[src/rtl/core_pkg.sv]
// Shared core definitions for the decode-stage hazard/flush control.
// Holds the NOP pc_sel, load-bit position and the shadow-entry layout.
package core_pkg;

  localparam int REGW = 5;
  localparam int LDST_LOAD_BIT = 4;
  localparam logic [2:0] PC_SEL_NOP = 3'd7;

  typedef struct packed {
    logic            v;
    logic [REGW-1:0] rd;
  } shadow_t;

  localparam int SHADOW_W = $bits(shadow_t);

endpackage

[src/rtl/load_shadow_pipe.sv]
// Shift register of loads in flight past ID, {v, rd} per entry.
// Entry 0 is the instruction now in EX; one match bit per entry and source.
module load_shadow_pipe #(
  parameter int REGW  = 5,
  parameter int DEPTH = 1
) (
  input  logic             clk,
  input  logic             rst_n,
  input  logic             push_v,
  input  logic [REGW-1:0]  push_rd,
  input  logic [REGW-1:0]  rs1,
  input  logic [REGW-1:0]  rs2,
  output logic [DEPTH-1:0] hit1,
  output logic [DEPTH-1:0] hit2
);

  logic [DEPTH-1:0] v;
  logic [REGW-1:0]  rd_q [DEPTH];

  always_ff @(posedge clk) begin
    if (!rst_n) begin
      v <= '0;
      for (int i = 0; i < DEPTH; i++)
        rd_q[i] <= '0;
    end else begin
      v[0]    <= push_v;
      rd_q[0] <= push_rd;
      for (int i = 1; i < DEPTH; i++) begin
        v[i]    <= v[i-1];
        rd_q[i] <= rd_q[i-1];
      end
    end
  end

  // x0 never carries a real result, so it never matches
  always_comb begin
    hit1 = '0;
    hit2 = '0;
    for (int i = 0; i < DEPTH; i++) begin
      hit1[i] = v[i] & (rd_q[i] != '0)
              & (rs1 == rd_q[i]);
      hit2[i] = v[i] & (rd_q[i] != '0)
              & (rs2 == rd_q[i]);
    end
  end

endmodule

[src/rtl/id_hazard_ctrl.sv]
// ID-stage load-use stall, redirect flush and gating of the control bundle.
// Also keeps saturating stall and killed-slot counters.
module id_hazard_ctrl
  import core_pkg::*;
#(
  parameter int         REGW        = core_pkg::REGW,
  parameter int         FLUSH_DEPTH = 2,
  parameter int         LOAD_LAT    = 1,
  parameter int         CNTW        = 32,
  parameter logic [2:0] PC_SEL_NOP  = core_pkg::PC_SEL_NOP
) (
  input  logic            clk,
  input  logic            rst_n,
  input  logic            id_valid,
  input  logic [REGW-1:0] rs1,
  input  logic [REGW-1:0] rs2,
  input  logic            rs1_used,
  input  logic            rs2_used,
  input  logic [REGW-1:0] rd,
  input  logic            we_rf_d,
  input  logic [4:0]      ld_st_d,
  input  logic [2:0]      pc_sel_d,
  input  logic            redirect,
  output logic            we_rf,
  output logic [4:0]      ld_st,
  output logic [2:0]      pc_sel,
  output logic            stall,
  output logic            kill,
  output logic [CNTW-1:0] stall_cnt,
  output logic [CNTW-1:0] flush_cnt
);

  localparam int FW = $clog2(FLUSH_DEPTH + 1);

  logic [FW-1:0]       fcnt;
  logic                flushing;
  logic                haz;
  logic                gate;
  logic                push_v;
  logic [LOAD_LAT-1:0] hit1;
  logic [LOAD_LAT-1:0] hit2;

  assign flushing = redirect | (fcnt != '0);

  always_ff @(posedge clk) begin
    if (!rst_n)
      fcnt <= '0;
    else if (redirect)
      fcnt <= FW'(FLUSH_DEPTH - 1);
    else if (fcnt != '0)
      fcnt <= fcnt - FW'(1);
  end

  load_shadow_pipe #(
    .REGW  (REGW),
    .DEPTH (LOAD_LAT)
  ) u_shadow (
    .clk     (clk),
    .rst_n   (rst_n),
    .push_v  (push_v),
    .push_rd (rd),
    .rs1     (rs1),
    .rs2     (rs2),
    .hit1    (hit1),
    .hit2    (hit2)
  );

  assign haz = id_valid
             & ((rs1_used & (|hit1))
              | (rs2_used & (|hit2)));

  // flush wins over stall; reset looks like a kill
  assign kill  = ~rst_n | flushing;
  assign stall = rst_n & haz & ~flushing;
  assign gate  = kill | stall | ~id_valid;

  assign push_v = id_valid & ~kill & ~stall
                & ld_st_d[LDST_LOAD_BIT] & we_rf_d;

  always_comb begin
    we_rf  = we_rf_d;
    ld_st  = ld_st_d;
    pc_sel = pc_sel_d;
    if (gate) begin
      we_rf  = 1'b0;
      ld_st  = '0;
      pc_sel = PC_SEL_NOP;
    end
  end

  always_ff @(posedge clk) begin
    if (!rst_n) begin
      stall_cnt <= '0;
      flush_cnt <= '0;
    end else begin
      if (stall && stall_cnt != '1)
        stall_cnt <= stall_cnt + CNTW'(1);
      if (flushing && id_valid && flush_cnt != '1)
        flush_cnt <= flush_cnt + CNTW'(1);
    end
  end

endmodule
[config.mk]
export PLATFORM = sky130hd
export DESIGN_NAME = id_hazard_ctrl
export DESIGN_NICKNAME = d
export VERILOG_FILES = /design/src/rtl/core_pkg.sv /design/src/rtl/load_shadow_pipe.sv /design/src/rtl/id_hazard_ctrl.sv
export SDC_FILE = /design/constraint.sdc
export NUM_CORES = 1
export LEC_CHECK = 0
export ABC_AREA = 1
export CORE_MARGIN = 2
export CORE_UTILIZATION = 51
export CTS_BUF_LIST = sky130_fd_sc_hd__clkbuf_4 sky130_fd_sc_hd__clkbuf_8 sky130_fd_sc_hd__clkbuf_16
export DETAILED_ROUTE_END_ITERATION = 12
export PLACE_DENSITY = 0.84
export SKIP_LAST_GASP = 1
export SYNTH_ARGS = -nofsm -noshare
export SYNTH_HDL_FRONTEND = slang
export SYNTH_SLANG_ARGS = --single-unit
[constraint.sdc]
create_clock -name clk -period 3 [get_ports clk]
set_clock_uncertainty 0.05 [all_clocks]
set_input_delay 0.9 -clock clk [delete_from_list [all_inputs] [get_ports clk]]
set_output_delay 0.9 -clock clk [all_outputs]
set_load 0.05 [all_outputs]
==> results of run 1 <==
==> per-stage QoR <==
step | cell area [µm²] | instances | setup slack, ps | hold slack [ps]
floorplan | 4740 | 777 | 7.43 | 440
finish | 6190 | 1004 | 15.5 | 451
detailed placement | 5960 | 985 | -484 | 439
global placement | 5960 | 985 | -400 | 433
global route | 6190 | 1004 | -42.8 | 491
CTS | 6170 | 1002 | 1.07 | 454
==> placed cells by master (no fill, tap or decap), types with 3 or more instances in the layout <==
| master | instances |
|---|---|
| sky130_fd_sc_hd__buf_4 | 22 |
| sky130_fd_sc_hd__xnor2_1 | 4 |
| sky130_fd_sc_hd__inv_1 | 65 |
| sky130_fd_sc_hd__nand2_1 | 287 |
| sky130_fd_sc_hd__nor2_4 | 4 |
| sky130_fd_sc_hd__nor3_1 | 12 |
| sky130_fd_sc_hd__nor2_1 | 106 |
| sky130_fd_sc_hd__nand3b_1 | 21 |
| sky130_fd_sc_hd__nand3_1 | 42 |
| sky130_fd_sc_hd__buf_12 | 6 |
| sky130_fd_sc_hd__nand3_2 | 3 |
| sky130_fd_sc_hd__nor2_2 | 11 |
| sky130_fd_sc_hd__or2_4 | 3 |
| sky130_fd_sc_hd__nand2_4 | 4 |
| sky130_fd_sc_hd__clkbuf_8 | 9 |
| sky130_fd_sc_hd__xor2_1 | 26 |
| sky130_fd_sc_hd__clkdlybuf4s50_1 | 78 |
| sky130_fd_sc_hd__buf_2 | 9 |
| sky130_fd_sc_hd__a21oi_1 | 56 |
| sky130_fd_sc_hd__inv_2 | 6 |
| sky130_fd_sc_hd__nand2_2 | 5 |
| sky130_fd_sc_hd__dfxtp_1 | 72 |
| sky130_fd_sc_hd__dlygate4sd2_1 | 3 |
| sky130_fd_sc_hd__nand4_1 | 13 |
| sky130_fd_sc_hd__o21ai_0 | 5 |
==> cell type report <==
cell class | instances | area (µm²) | area share, %
clock buffers | 9 | 124 | 2.00
multi-input cells | 614 | 2950 | 47.6
well taps | 108 | 135 | 2.18
flip-flops and latches | 72 | 1440 | 23.3
clock inverters | 7 | 95.1 | 1.54
inverters | 73 | 279 | 4.50
repair buffers | 121 | 1170 | 18.9
==> cell families (layout without fill, tap and decap cells) <==
group,count (synthesis),after routing
fa+ha+maj,3,3
xor+xnor,30,30
buf+inv,92,210
flops,72,72
simple gates,516,517
compound gates,64,64
==> worst min-delay path: stages, from the launching register on <==
cell                      delay [ps]
sky130_fd_sc_hd__dfxtp_1         340
sky130_fd_sc_hd__nand2_1          70
sky130_fd_sc_hd__a21oi_1          60
==> power groups by stage <==
| stage | Sequential, mW | Combinational [mW] | Clock, mW |
|---|---|---|---|
| 3_3_place_gp | 0.993 | 0.190 | 0 |
| 3_5_place_dp | 0.994 | 0.196 | 0 |
| 6_report | 0.971 | 0.200 | 0.879 |
| 5_1_grt | 0.973 | 0.217 | 0.934 |
| 4_1_cts | 0.971 | 0.195 | 0.886 |
| 2_1_floorplan | 1.00 | 0.0995 | 0 |
==> timing repair <==
action / 4_1_cts / 5_1_grt
setup buffers: 0 / 2
cloned: 1 / 0
gates resized for setup: 58 / 8
setup endpoints to repair: 10 / 10
pin swaps: 28 / 9
==> worst paths after layout <==
check	from	to	cells past startpoint
worst max-delay path	redirect	pc_sel[0]	12
worst min-delay path	flush_cnt[6]	flush_cnt[6]	2
worst max register to register	stall_cnt[0]	stall_cnt[14]	9
worst min register to register	flush_cnt[6]	flush_cnt[6]	2
==> routing by layer <==
layer / wire length (µm) / global-route usage [%]
met2: 6900 / 50.7
met3: 762 / 3.30
met4: 403 / 12.2
met5: 0 / 0
met1: 5810 / 34.0
==> registers in the layout, summed over array words and instances, names as in the netlist <==
| name | cells |
|---|---|
| stall_cnt | 32 |
| u_shadow.v | 1 |
| u_shadow.rd_q | 5 |
| fcnt | 2 |
| flush_cnt | 32 |
==> summary.md, run 1 <==
| Metric | Value |
|---|---|
| Status | complete, no violations |
| H-tree depth reported by CTS | 3 |
| Total number of vias | 5291 |
| Worst Path Max Fanout | 5 |
| Fillers | between 700 and 800 |
| Crit-path cells | buf_8 > inv_4 > nand2_4 > inv_4 > nand2_8 > nor2_4 > nand3_2 > a21oi_4 > inv_2 > nand2_4 > or2_4 > buf_12 |
| Worst setup path category | in -> out |
| Count of buffering cells on the critical path with inverters included | 5 |
| First-pass GRT wire length | roughly 23 mm |
| Number of warning messages in the yosys log | 0 |
| Arrival time of the worst setup path | 2030 ps |
| Net total in the final layout | ~900 |
| Later-pin clock latency in the skew report | 360 ps |
| Net count after synthesis | between 800 and 900 |
| Internal power contribution | between 1.5 and 2 mW |
| Layout cell share with drive strength beyond 1 | 11.2% |
| Clock root buffer | sky130_fd_sc_hd__clkbuf_8 |
| XOR/XNOR share of the synthesized area | under 10% |
| Post-synthesis sequential area ratio | a little under a third |
| Worst-case clock buffer depth | 2 |
| Sequential cell fraction of total power | 47.4% |
| Critical path data required time | ~2000 ps |
| Transition time of the tightest slew-check pin | ~530 ps |
| Largest voltage drop on the vdd net | roughly 0.22 mV |
| Top-area cell type share of the netlist area | 30.9% |
| Combinational family with the most area after synthesis | simple AND/OR/NAND/NOR gates |
| Worst stage delay on the critical path | about 150 ps |
| Post-synthesis cell count | approximately 800 |
| Effective utilization at floorplan | roughly 53% |
| Clock tree from TritonCTS | built |
| Weighted congestion reported at the end of routability-driven placement | 0.937 |
| Number of sinks driven by the clock tree | between 70 and 80 |
| Synth Cell Area | 4670 µm² |
| Gr ovfl total | 0 |
| Final Total Pwr | ~2 mW |
| Core region area | 8810 µm² |
| Hold violation count in the final report | 0 |
| Largest net degree at the start of global routing | 54 |
| Aggregate routed wire length | roughly 14 mm |
| Antenna diodes | 0 |
| Residual antenna-violating net count after detailed routing | 0 |
| Yosys top cell by area | sky130_fd_sc_hd__dfxtp_1 |
| Most used flip-flop cell after synthesis | sky130_fd_sc_hd__dfxtp_1 |
| Slack of the worst reg-to-reg path | 710 ps |
| Post-CTS clock slew at the launch and capture registers of the worst setup and hold paths | around 80 ps |
| Total negative setup slack | 0 ps |
| Hold/Removal Path Class | reg -> reg |
| Max Slew Vio Count | 0 |
| Synth-to-Final Area Change | 32.6% |
| Worst path top cell family by delay | simple AND/OR/NAND/NOR gates |
| Number of primary I/O pins | around 110 |
| Net switching power | approximately 0.54 mW |
| Total power density per cell area | between 300 and 400 nW/µm² |
| GR Util All Layers | 28.3% |
| Count of different cell masters after synthesis | 29 |
| Avg Inst Size Synth | 6.01 µm² |
| Seq cells post-synth | slightly above 70 |
| Std cell rows | 34 |
| Net Sw Frac | between 20% and 30% |
| Cts hold-fix bufs | 0 |
| Die area | a little under 10000 µm² |
| Starting DRC count in detailed routing | 263 |
| Clock power share | a little over two fifths |
| Number of buffers added on ports | 104 |
| Number of global-route vias before repair | just over 5000 |
| Routed vias/inst | roughly 5.3 |
| Max capacitance violation total | 0 |
| Nature of the critical path endpoint | primary output |
| DRC viols | 0 |
| Share of cell area taken by muxes after synthesis | 0% |
| DP Wirelength | just over 10 mm |
| Cell leakage power | about 2.4 nW |
| Highest Clock Rate | around 0.34 GHz |
| Critical-path top delay cell | sky130_fd_sc_hd__a21oi_4 |
| Adder-Cell Fraction of Synth Area | less than 1% |
| Most common cell in the synthesized netlist | sky130_fd_sc_hd__nand2_1 |
| Area fraction in compound gates after synthesis | under 10% |
| Simple-gate portion of the synthesized area | a little under half |
| Headroom to the max-slew limit | around two thirds |
| Combinational group share of total power | 9.8% |
| Die width | 99.7 µm |
| Number of flops mapped to enable cells by yosys | 0 |
| Chip Height | around 100 µm |
| Util after Layout | around 70% |
| Cts bufs inserted | 9 |
| Initial antenna violation count | 0 |
| Routed wire length per instance | roughly 14 µm |
| Category of the worst setup path launch point | input port |
| Clock period minus worst slack | about 3000 ps |
| Fraction of registers with async set or reset after synthesis | 0% |
| Final worst path period share | about 99% |
| Final setup violation count | 0 |
| Unrepaired setup endpoints after global routing | true |
| Commonest cells in the synthesized netlist | sky130_fd_sc_hd__nand2_1, sky130_fd_sc_hd__nor2_1, sky130_fd_sc_hd__dfxtp_1 |
| Largest cells by area after synthesis | sky130_fd_sc_hd__dfxtp_1, sky130_fd_sc_hd__nand2_1, sky130_fd_sc_hd__nor2_1 |
| Count of TritonRoute iterations in the first routing pass | 5 |
Power figures use the tool's default switching activity.
==> inputs of run 2 (changes only) <==
--- a/config.mk
+++ b/config.mk
@@ -10,8 +10,10 @@
 export CORE_UTILIZATION = 51
 export CTS_BUF_LIST = sky130_fd_sc_hd__clkbuf_4 sky130_fd_sc_hd__clkbuf_8 sky130_fd_sc_hd__clkbuf_16
 export DETAILED_ROUTE_END_ITERATION = 12
+export GPL_TIMING_DRIVEN = 1
 export PLACE_DENSITY = 0.84
 export SKIP_LAST_GASP = 1
+export SLEW_MARGIN = 20
 export SYNTH_ARGS = -nofsm -noshare
 export SYNTH_HDL_FRONTEND = slang
 export SYNTH_SLANG_ARGS = --single-unit
==> results of run 2 <==
The final DEF is identical to that of run 1; final timing and power are the same.
==> inputs of run 3 (changes only) <==
--- a/config.mk
+++ b/config.mk
@@ -12,6 +12,7 @@
 export DETAILED_ROUTE_END_ITERATION = 12
 export GPL_TIMING_DRIVEN = 1
 export PLACE_DENSITY = 0.84
+export RECOVER_POWER = 25
 export SKIP_LAST_GASP = 1
 export SLEW_MARGIN = 20
 export SYNTH_ARGS = -nofsm -noshare
==> summary.md, run 3 (synthesis gave the netlist of run 1 again) <==
| Metric | Value |
|---|---|
| Status | complete, no violations |
| DRC viols | 0 |
| Post-CTS clock slew at the launch and capture registers of the worst setup and hold paths | 80 ps |
| Worst Path Max Fanout | 5 |
| Worst setup path category | in -> out |
| Antenna diodes | 0 |
| Util after Layout | 70.2% |
| Routed wire length per instance | approximately 14 µm |
| Starting DRC count in detailed routing | about 260 |
| Number of sinks driven by the clock tree | between 70 and 80 |
| Critical path data required time | 2050 ps |
| Final setup violation count | 0 |
| Hold violation count in the final report | 0 |
| Critical-path top delay cell | sky130_fd_sc_hd__a21oi_4 |
| Post-detailed-placement cell area | between 5000 and 6000 µm² |
| Crit-path cells | buf_8 > inv_4 > nand2_4 > inv_4 > nand2_8 > nor2_4 > nand3_2 > a21oi_4 > inv_2 > nand2_4 > or2_4 > buf_12 |
| Count of TritonRoute iterations in the first routing pass | 5 |
| Routed vias/inst | ~5.3 |
| Worst path top cell family by delay | simple AND/OR/NAND/NOR gates |
| Nature of the critical path endpoint | primary output |
| Die area | about 9900 µm² |
| Commonest cells after routing, fill and taps aside | sky130_fd_sc_hd__nand2_1, sky130_fd_sc_hd__nor2_1, sky130_fd_sc_hd__clkdlybuf4s50_1, sky130_fd_sc_hd__dfxtp_1, sky130_fd_sc_hd__inv_1 |
| Arrival time of the worst setup path | between 2000 and 2500 ps |
| Synth-to-Final Area Change | 32.4% |
| DP Wirelength | slightly above 10 mm |
| Count of buffering cells on the critical path with inverters included | 5 |
| Total negative setup slack | 0 ps |
| Highest Clock Rate | approximately 0.34 GHz |
| Hold/Removal Path Class | reg -> reg |
| Largest voltage drop on the vdd net | between 0.2 and 0.25 mV |
| Clock period minus worst slack | 2980 ps |
| Headroom to the max-slew limit | between 60% and 70% |
| Transition time of the tightest slew-check pin | between 500 and 600 ps |
| Registers with the most flip-flops | flush_cnt: 32 flops, stall_cnt: 32 flops, u_shadow.rd_q: 5 flops |
| Category of the worst setup path launch point | input port |
| Gr ovfl total | 0 |
| Total number of vias | about 5300 |
| Effective utilization at floorplan | between 50 and 60% |
| Unrepaired setup endpoints after global routing | true |
| Number of global-route vias before repair | ~5000 |
| Aggregate routed wire length | about 14 mm |
| Layout cell share with drive strength beyond 1 | approximately 11% |
| Max capacitance violation total | 0 |
| Initial antenna violation count | 0 |
| Net total in the final layout | between 900 and 1000 |
| GR Util All Layers | 28.3% |
| Clock root buffer | sky130_fd_sc_hd__clkbuf_8 |
| Final Non-Filler Cells | roughly 1000 |
| Most common cell after layout, fill and taps aside | sky130_fd_sc_hd__nand2_1 |
| Final worst path period share | around 99% |
| Clock tree from TritonCTS | built |
| First-pass GRT wire length | between 20 and 25 mm |
| Final instance area | 6180 µm² |
| Worst-case clock buffer depth | 2 |
| Worst slack on hold paths | 451 ps |
| Fillers | 776 |
| Total power density per cell area | 331 nW/µm² |
| # placed instances | between 900 and 1000 |
| Cell leakage power | 2.38 nW |
| Chip Height | around 100 µm |
| Residual antenna-violating net count after detailed routing | 0 |
| Worst stage delay on the critical path | approximately 150 ps |
| Core region area | between 8000 and 9000 µm² |
| Largest net degree at the start of global routing | 54 |
| Std cell rows | 34 |
| Die width | 99.7 µm |
| Later-pin clock latency in the skew report | about 360 ps |
| Number of primary I/O pins | 105 |
| H-tree depth reported by CTS | 3 |
| Cts bufs inserted | 9 |
| Cts hold-fix bufs | 0 |
| Number of buffers added on ports | 104 |
| Max Slew Vio Count | 0 |
| Weighted congestion reported at the end of routability-driven placement | between 0.9 and 1 |
[run 3: cell type report]
type                       count  area [µm²]  share of cell area (%)
tap                          108         135                    2.19
sequential                    72        1440                    23.3
clock buffer                   9         124                    2.00
inverter                      73         279                    4.51
clock inverter                 7        95.1                    1.54
multi-input combinational    614        2950                    47.7
timing repair buffer         121        1160                    18.8
[run 3: path summary, 6_finish.rpt]
path / start / endpoint / slack, ps / depth (start not counted)
setup / recovery: redirect / pc_sel[0] / 20 / 12
hold / removal: flush_cnt[6] / flush_cnt[6] / 450 / 2
setup reg to reg: flush_cnt[0] / flush_cnt[0] / 510 / 10
hold reg to reg: flush_cnt[6] / flush_cnt[6] / 450 / 2
[run 3: metal layers]
metal / routed length, µm / GRT usage, %
met1: 5770 / 34.0
met3: 741 / 3.30
met4: 383 / 12.2
met5: 0 / 0
met2: 6900 / 50.7
[run 3: what timing repair did]
item / 4_1_cts / 5_1_grt
endpoints found under the setup margin: 10 / 10
setup buffers: 0 / 2
pin swaps: 28 / 9
hold endpoints to repair: 0 / 0
gates resized for setup: 58 / 8
cloned: 1 / 0
[run 3: power breakdown]
part	switching [mW]	total, mW	internal (mW)
registers	0.00761	0.971	0.964
clock network	0.410	0.880	0.470
logic	0.119	0.198	0.0791
total	0.537	2.05	1.51
[run 3: per-stage QoR]
| stage | worst slack [ps] | total power [mW] |
|---|---|---|
| floorplan | 7.43 | 1.10 |
| global placement | -400 | 1.18 |
| detailed placement | -484 | 1.19 |
| CTS | 1.07 | 2.05 |
| global route | -42.8 | 2.12 |
| finish | 15.1 | 2.05 |
[run 3: worst reg2reg max path: stages (launching register included)]
cell and delay [ps]:
sky130_fd_sc_hd__dfxtp_1 400, sky130_fd_sc_hd__ha_1 280, sky130_fd_sc_hd__nand3_1 100, sky130_fd_sc_hd__nor3_1 310, sky130_fd_sc_hd__nand2_1 170, sky130_fd_sc_hd__inv_1 130, sky130_fd_sc_hd__nand2_1 130, sky130_fd_sc_hd__nand2_4 90
sky130_fd_sc_hd__clkbuf_2 470, sky130_fd_sc_hd__xor2_1 210, sky130_fd_sc_hd__nor2_1 50
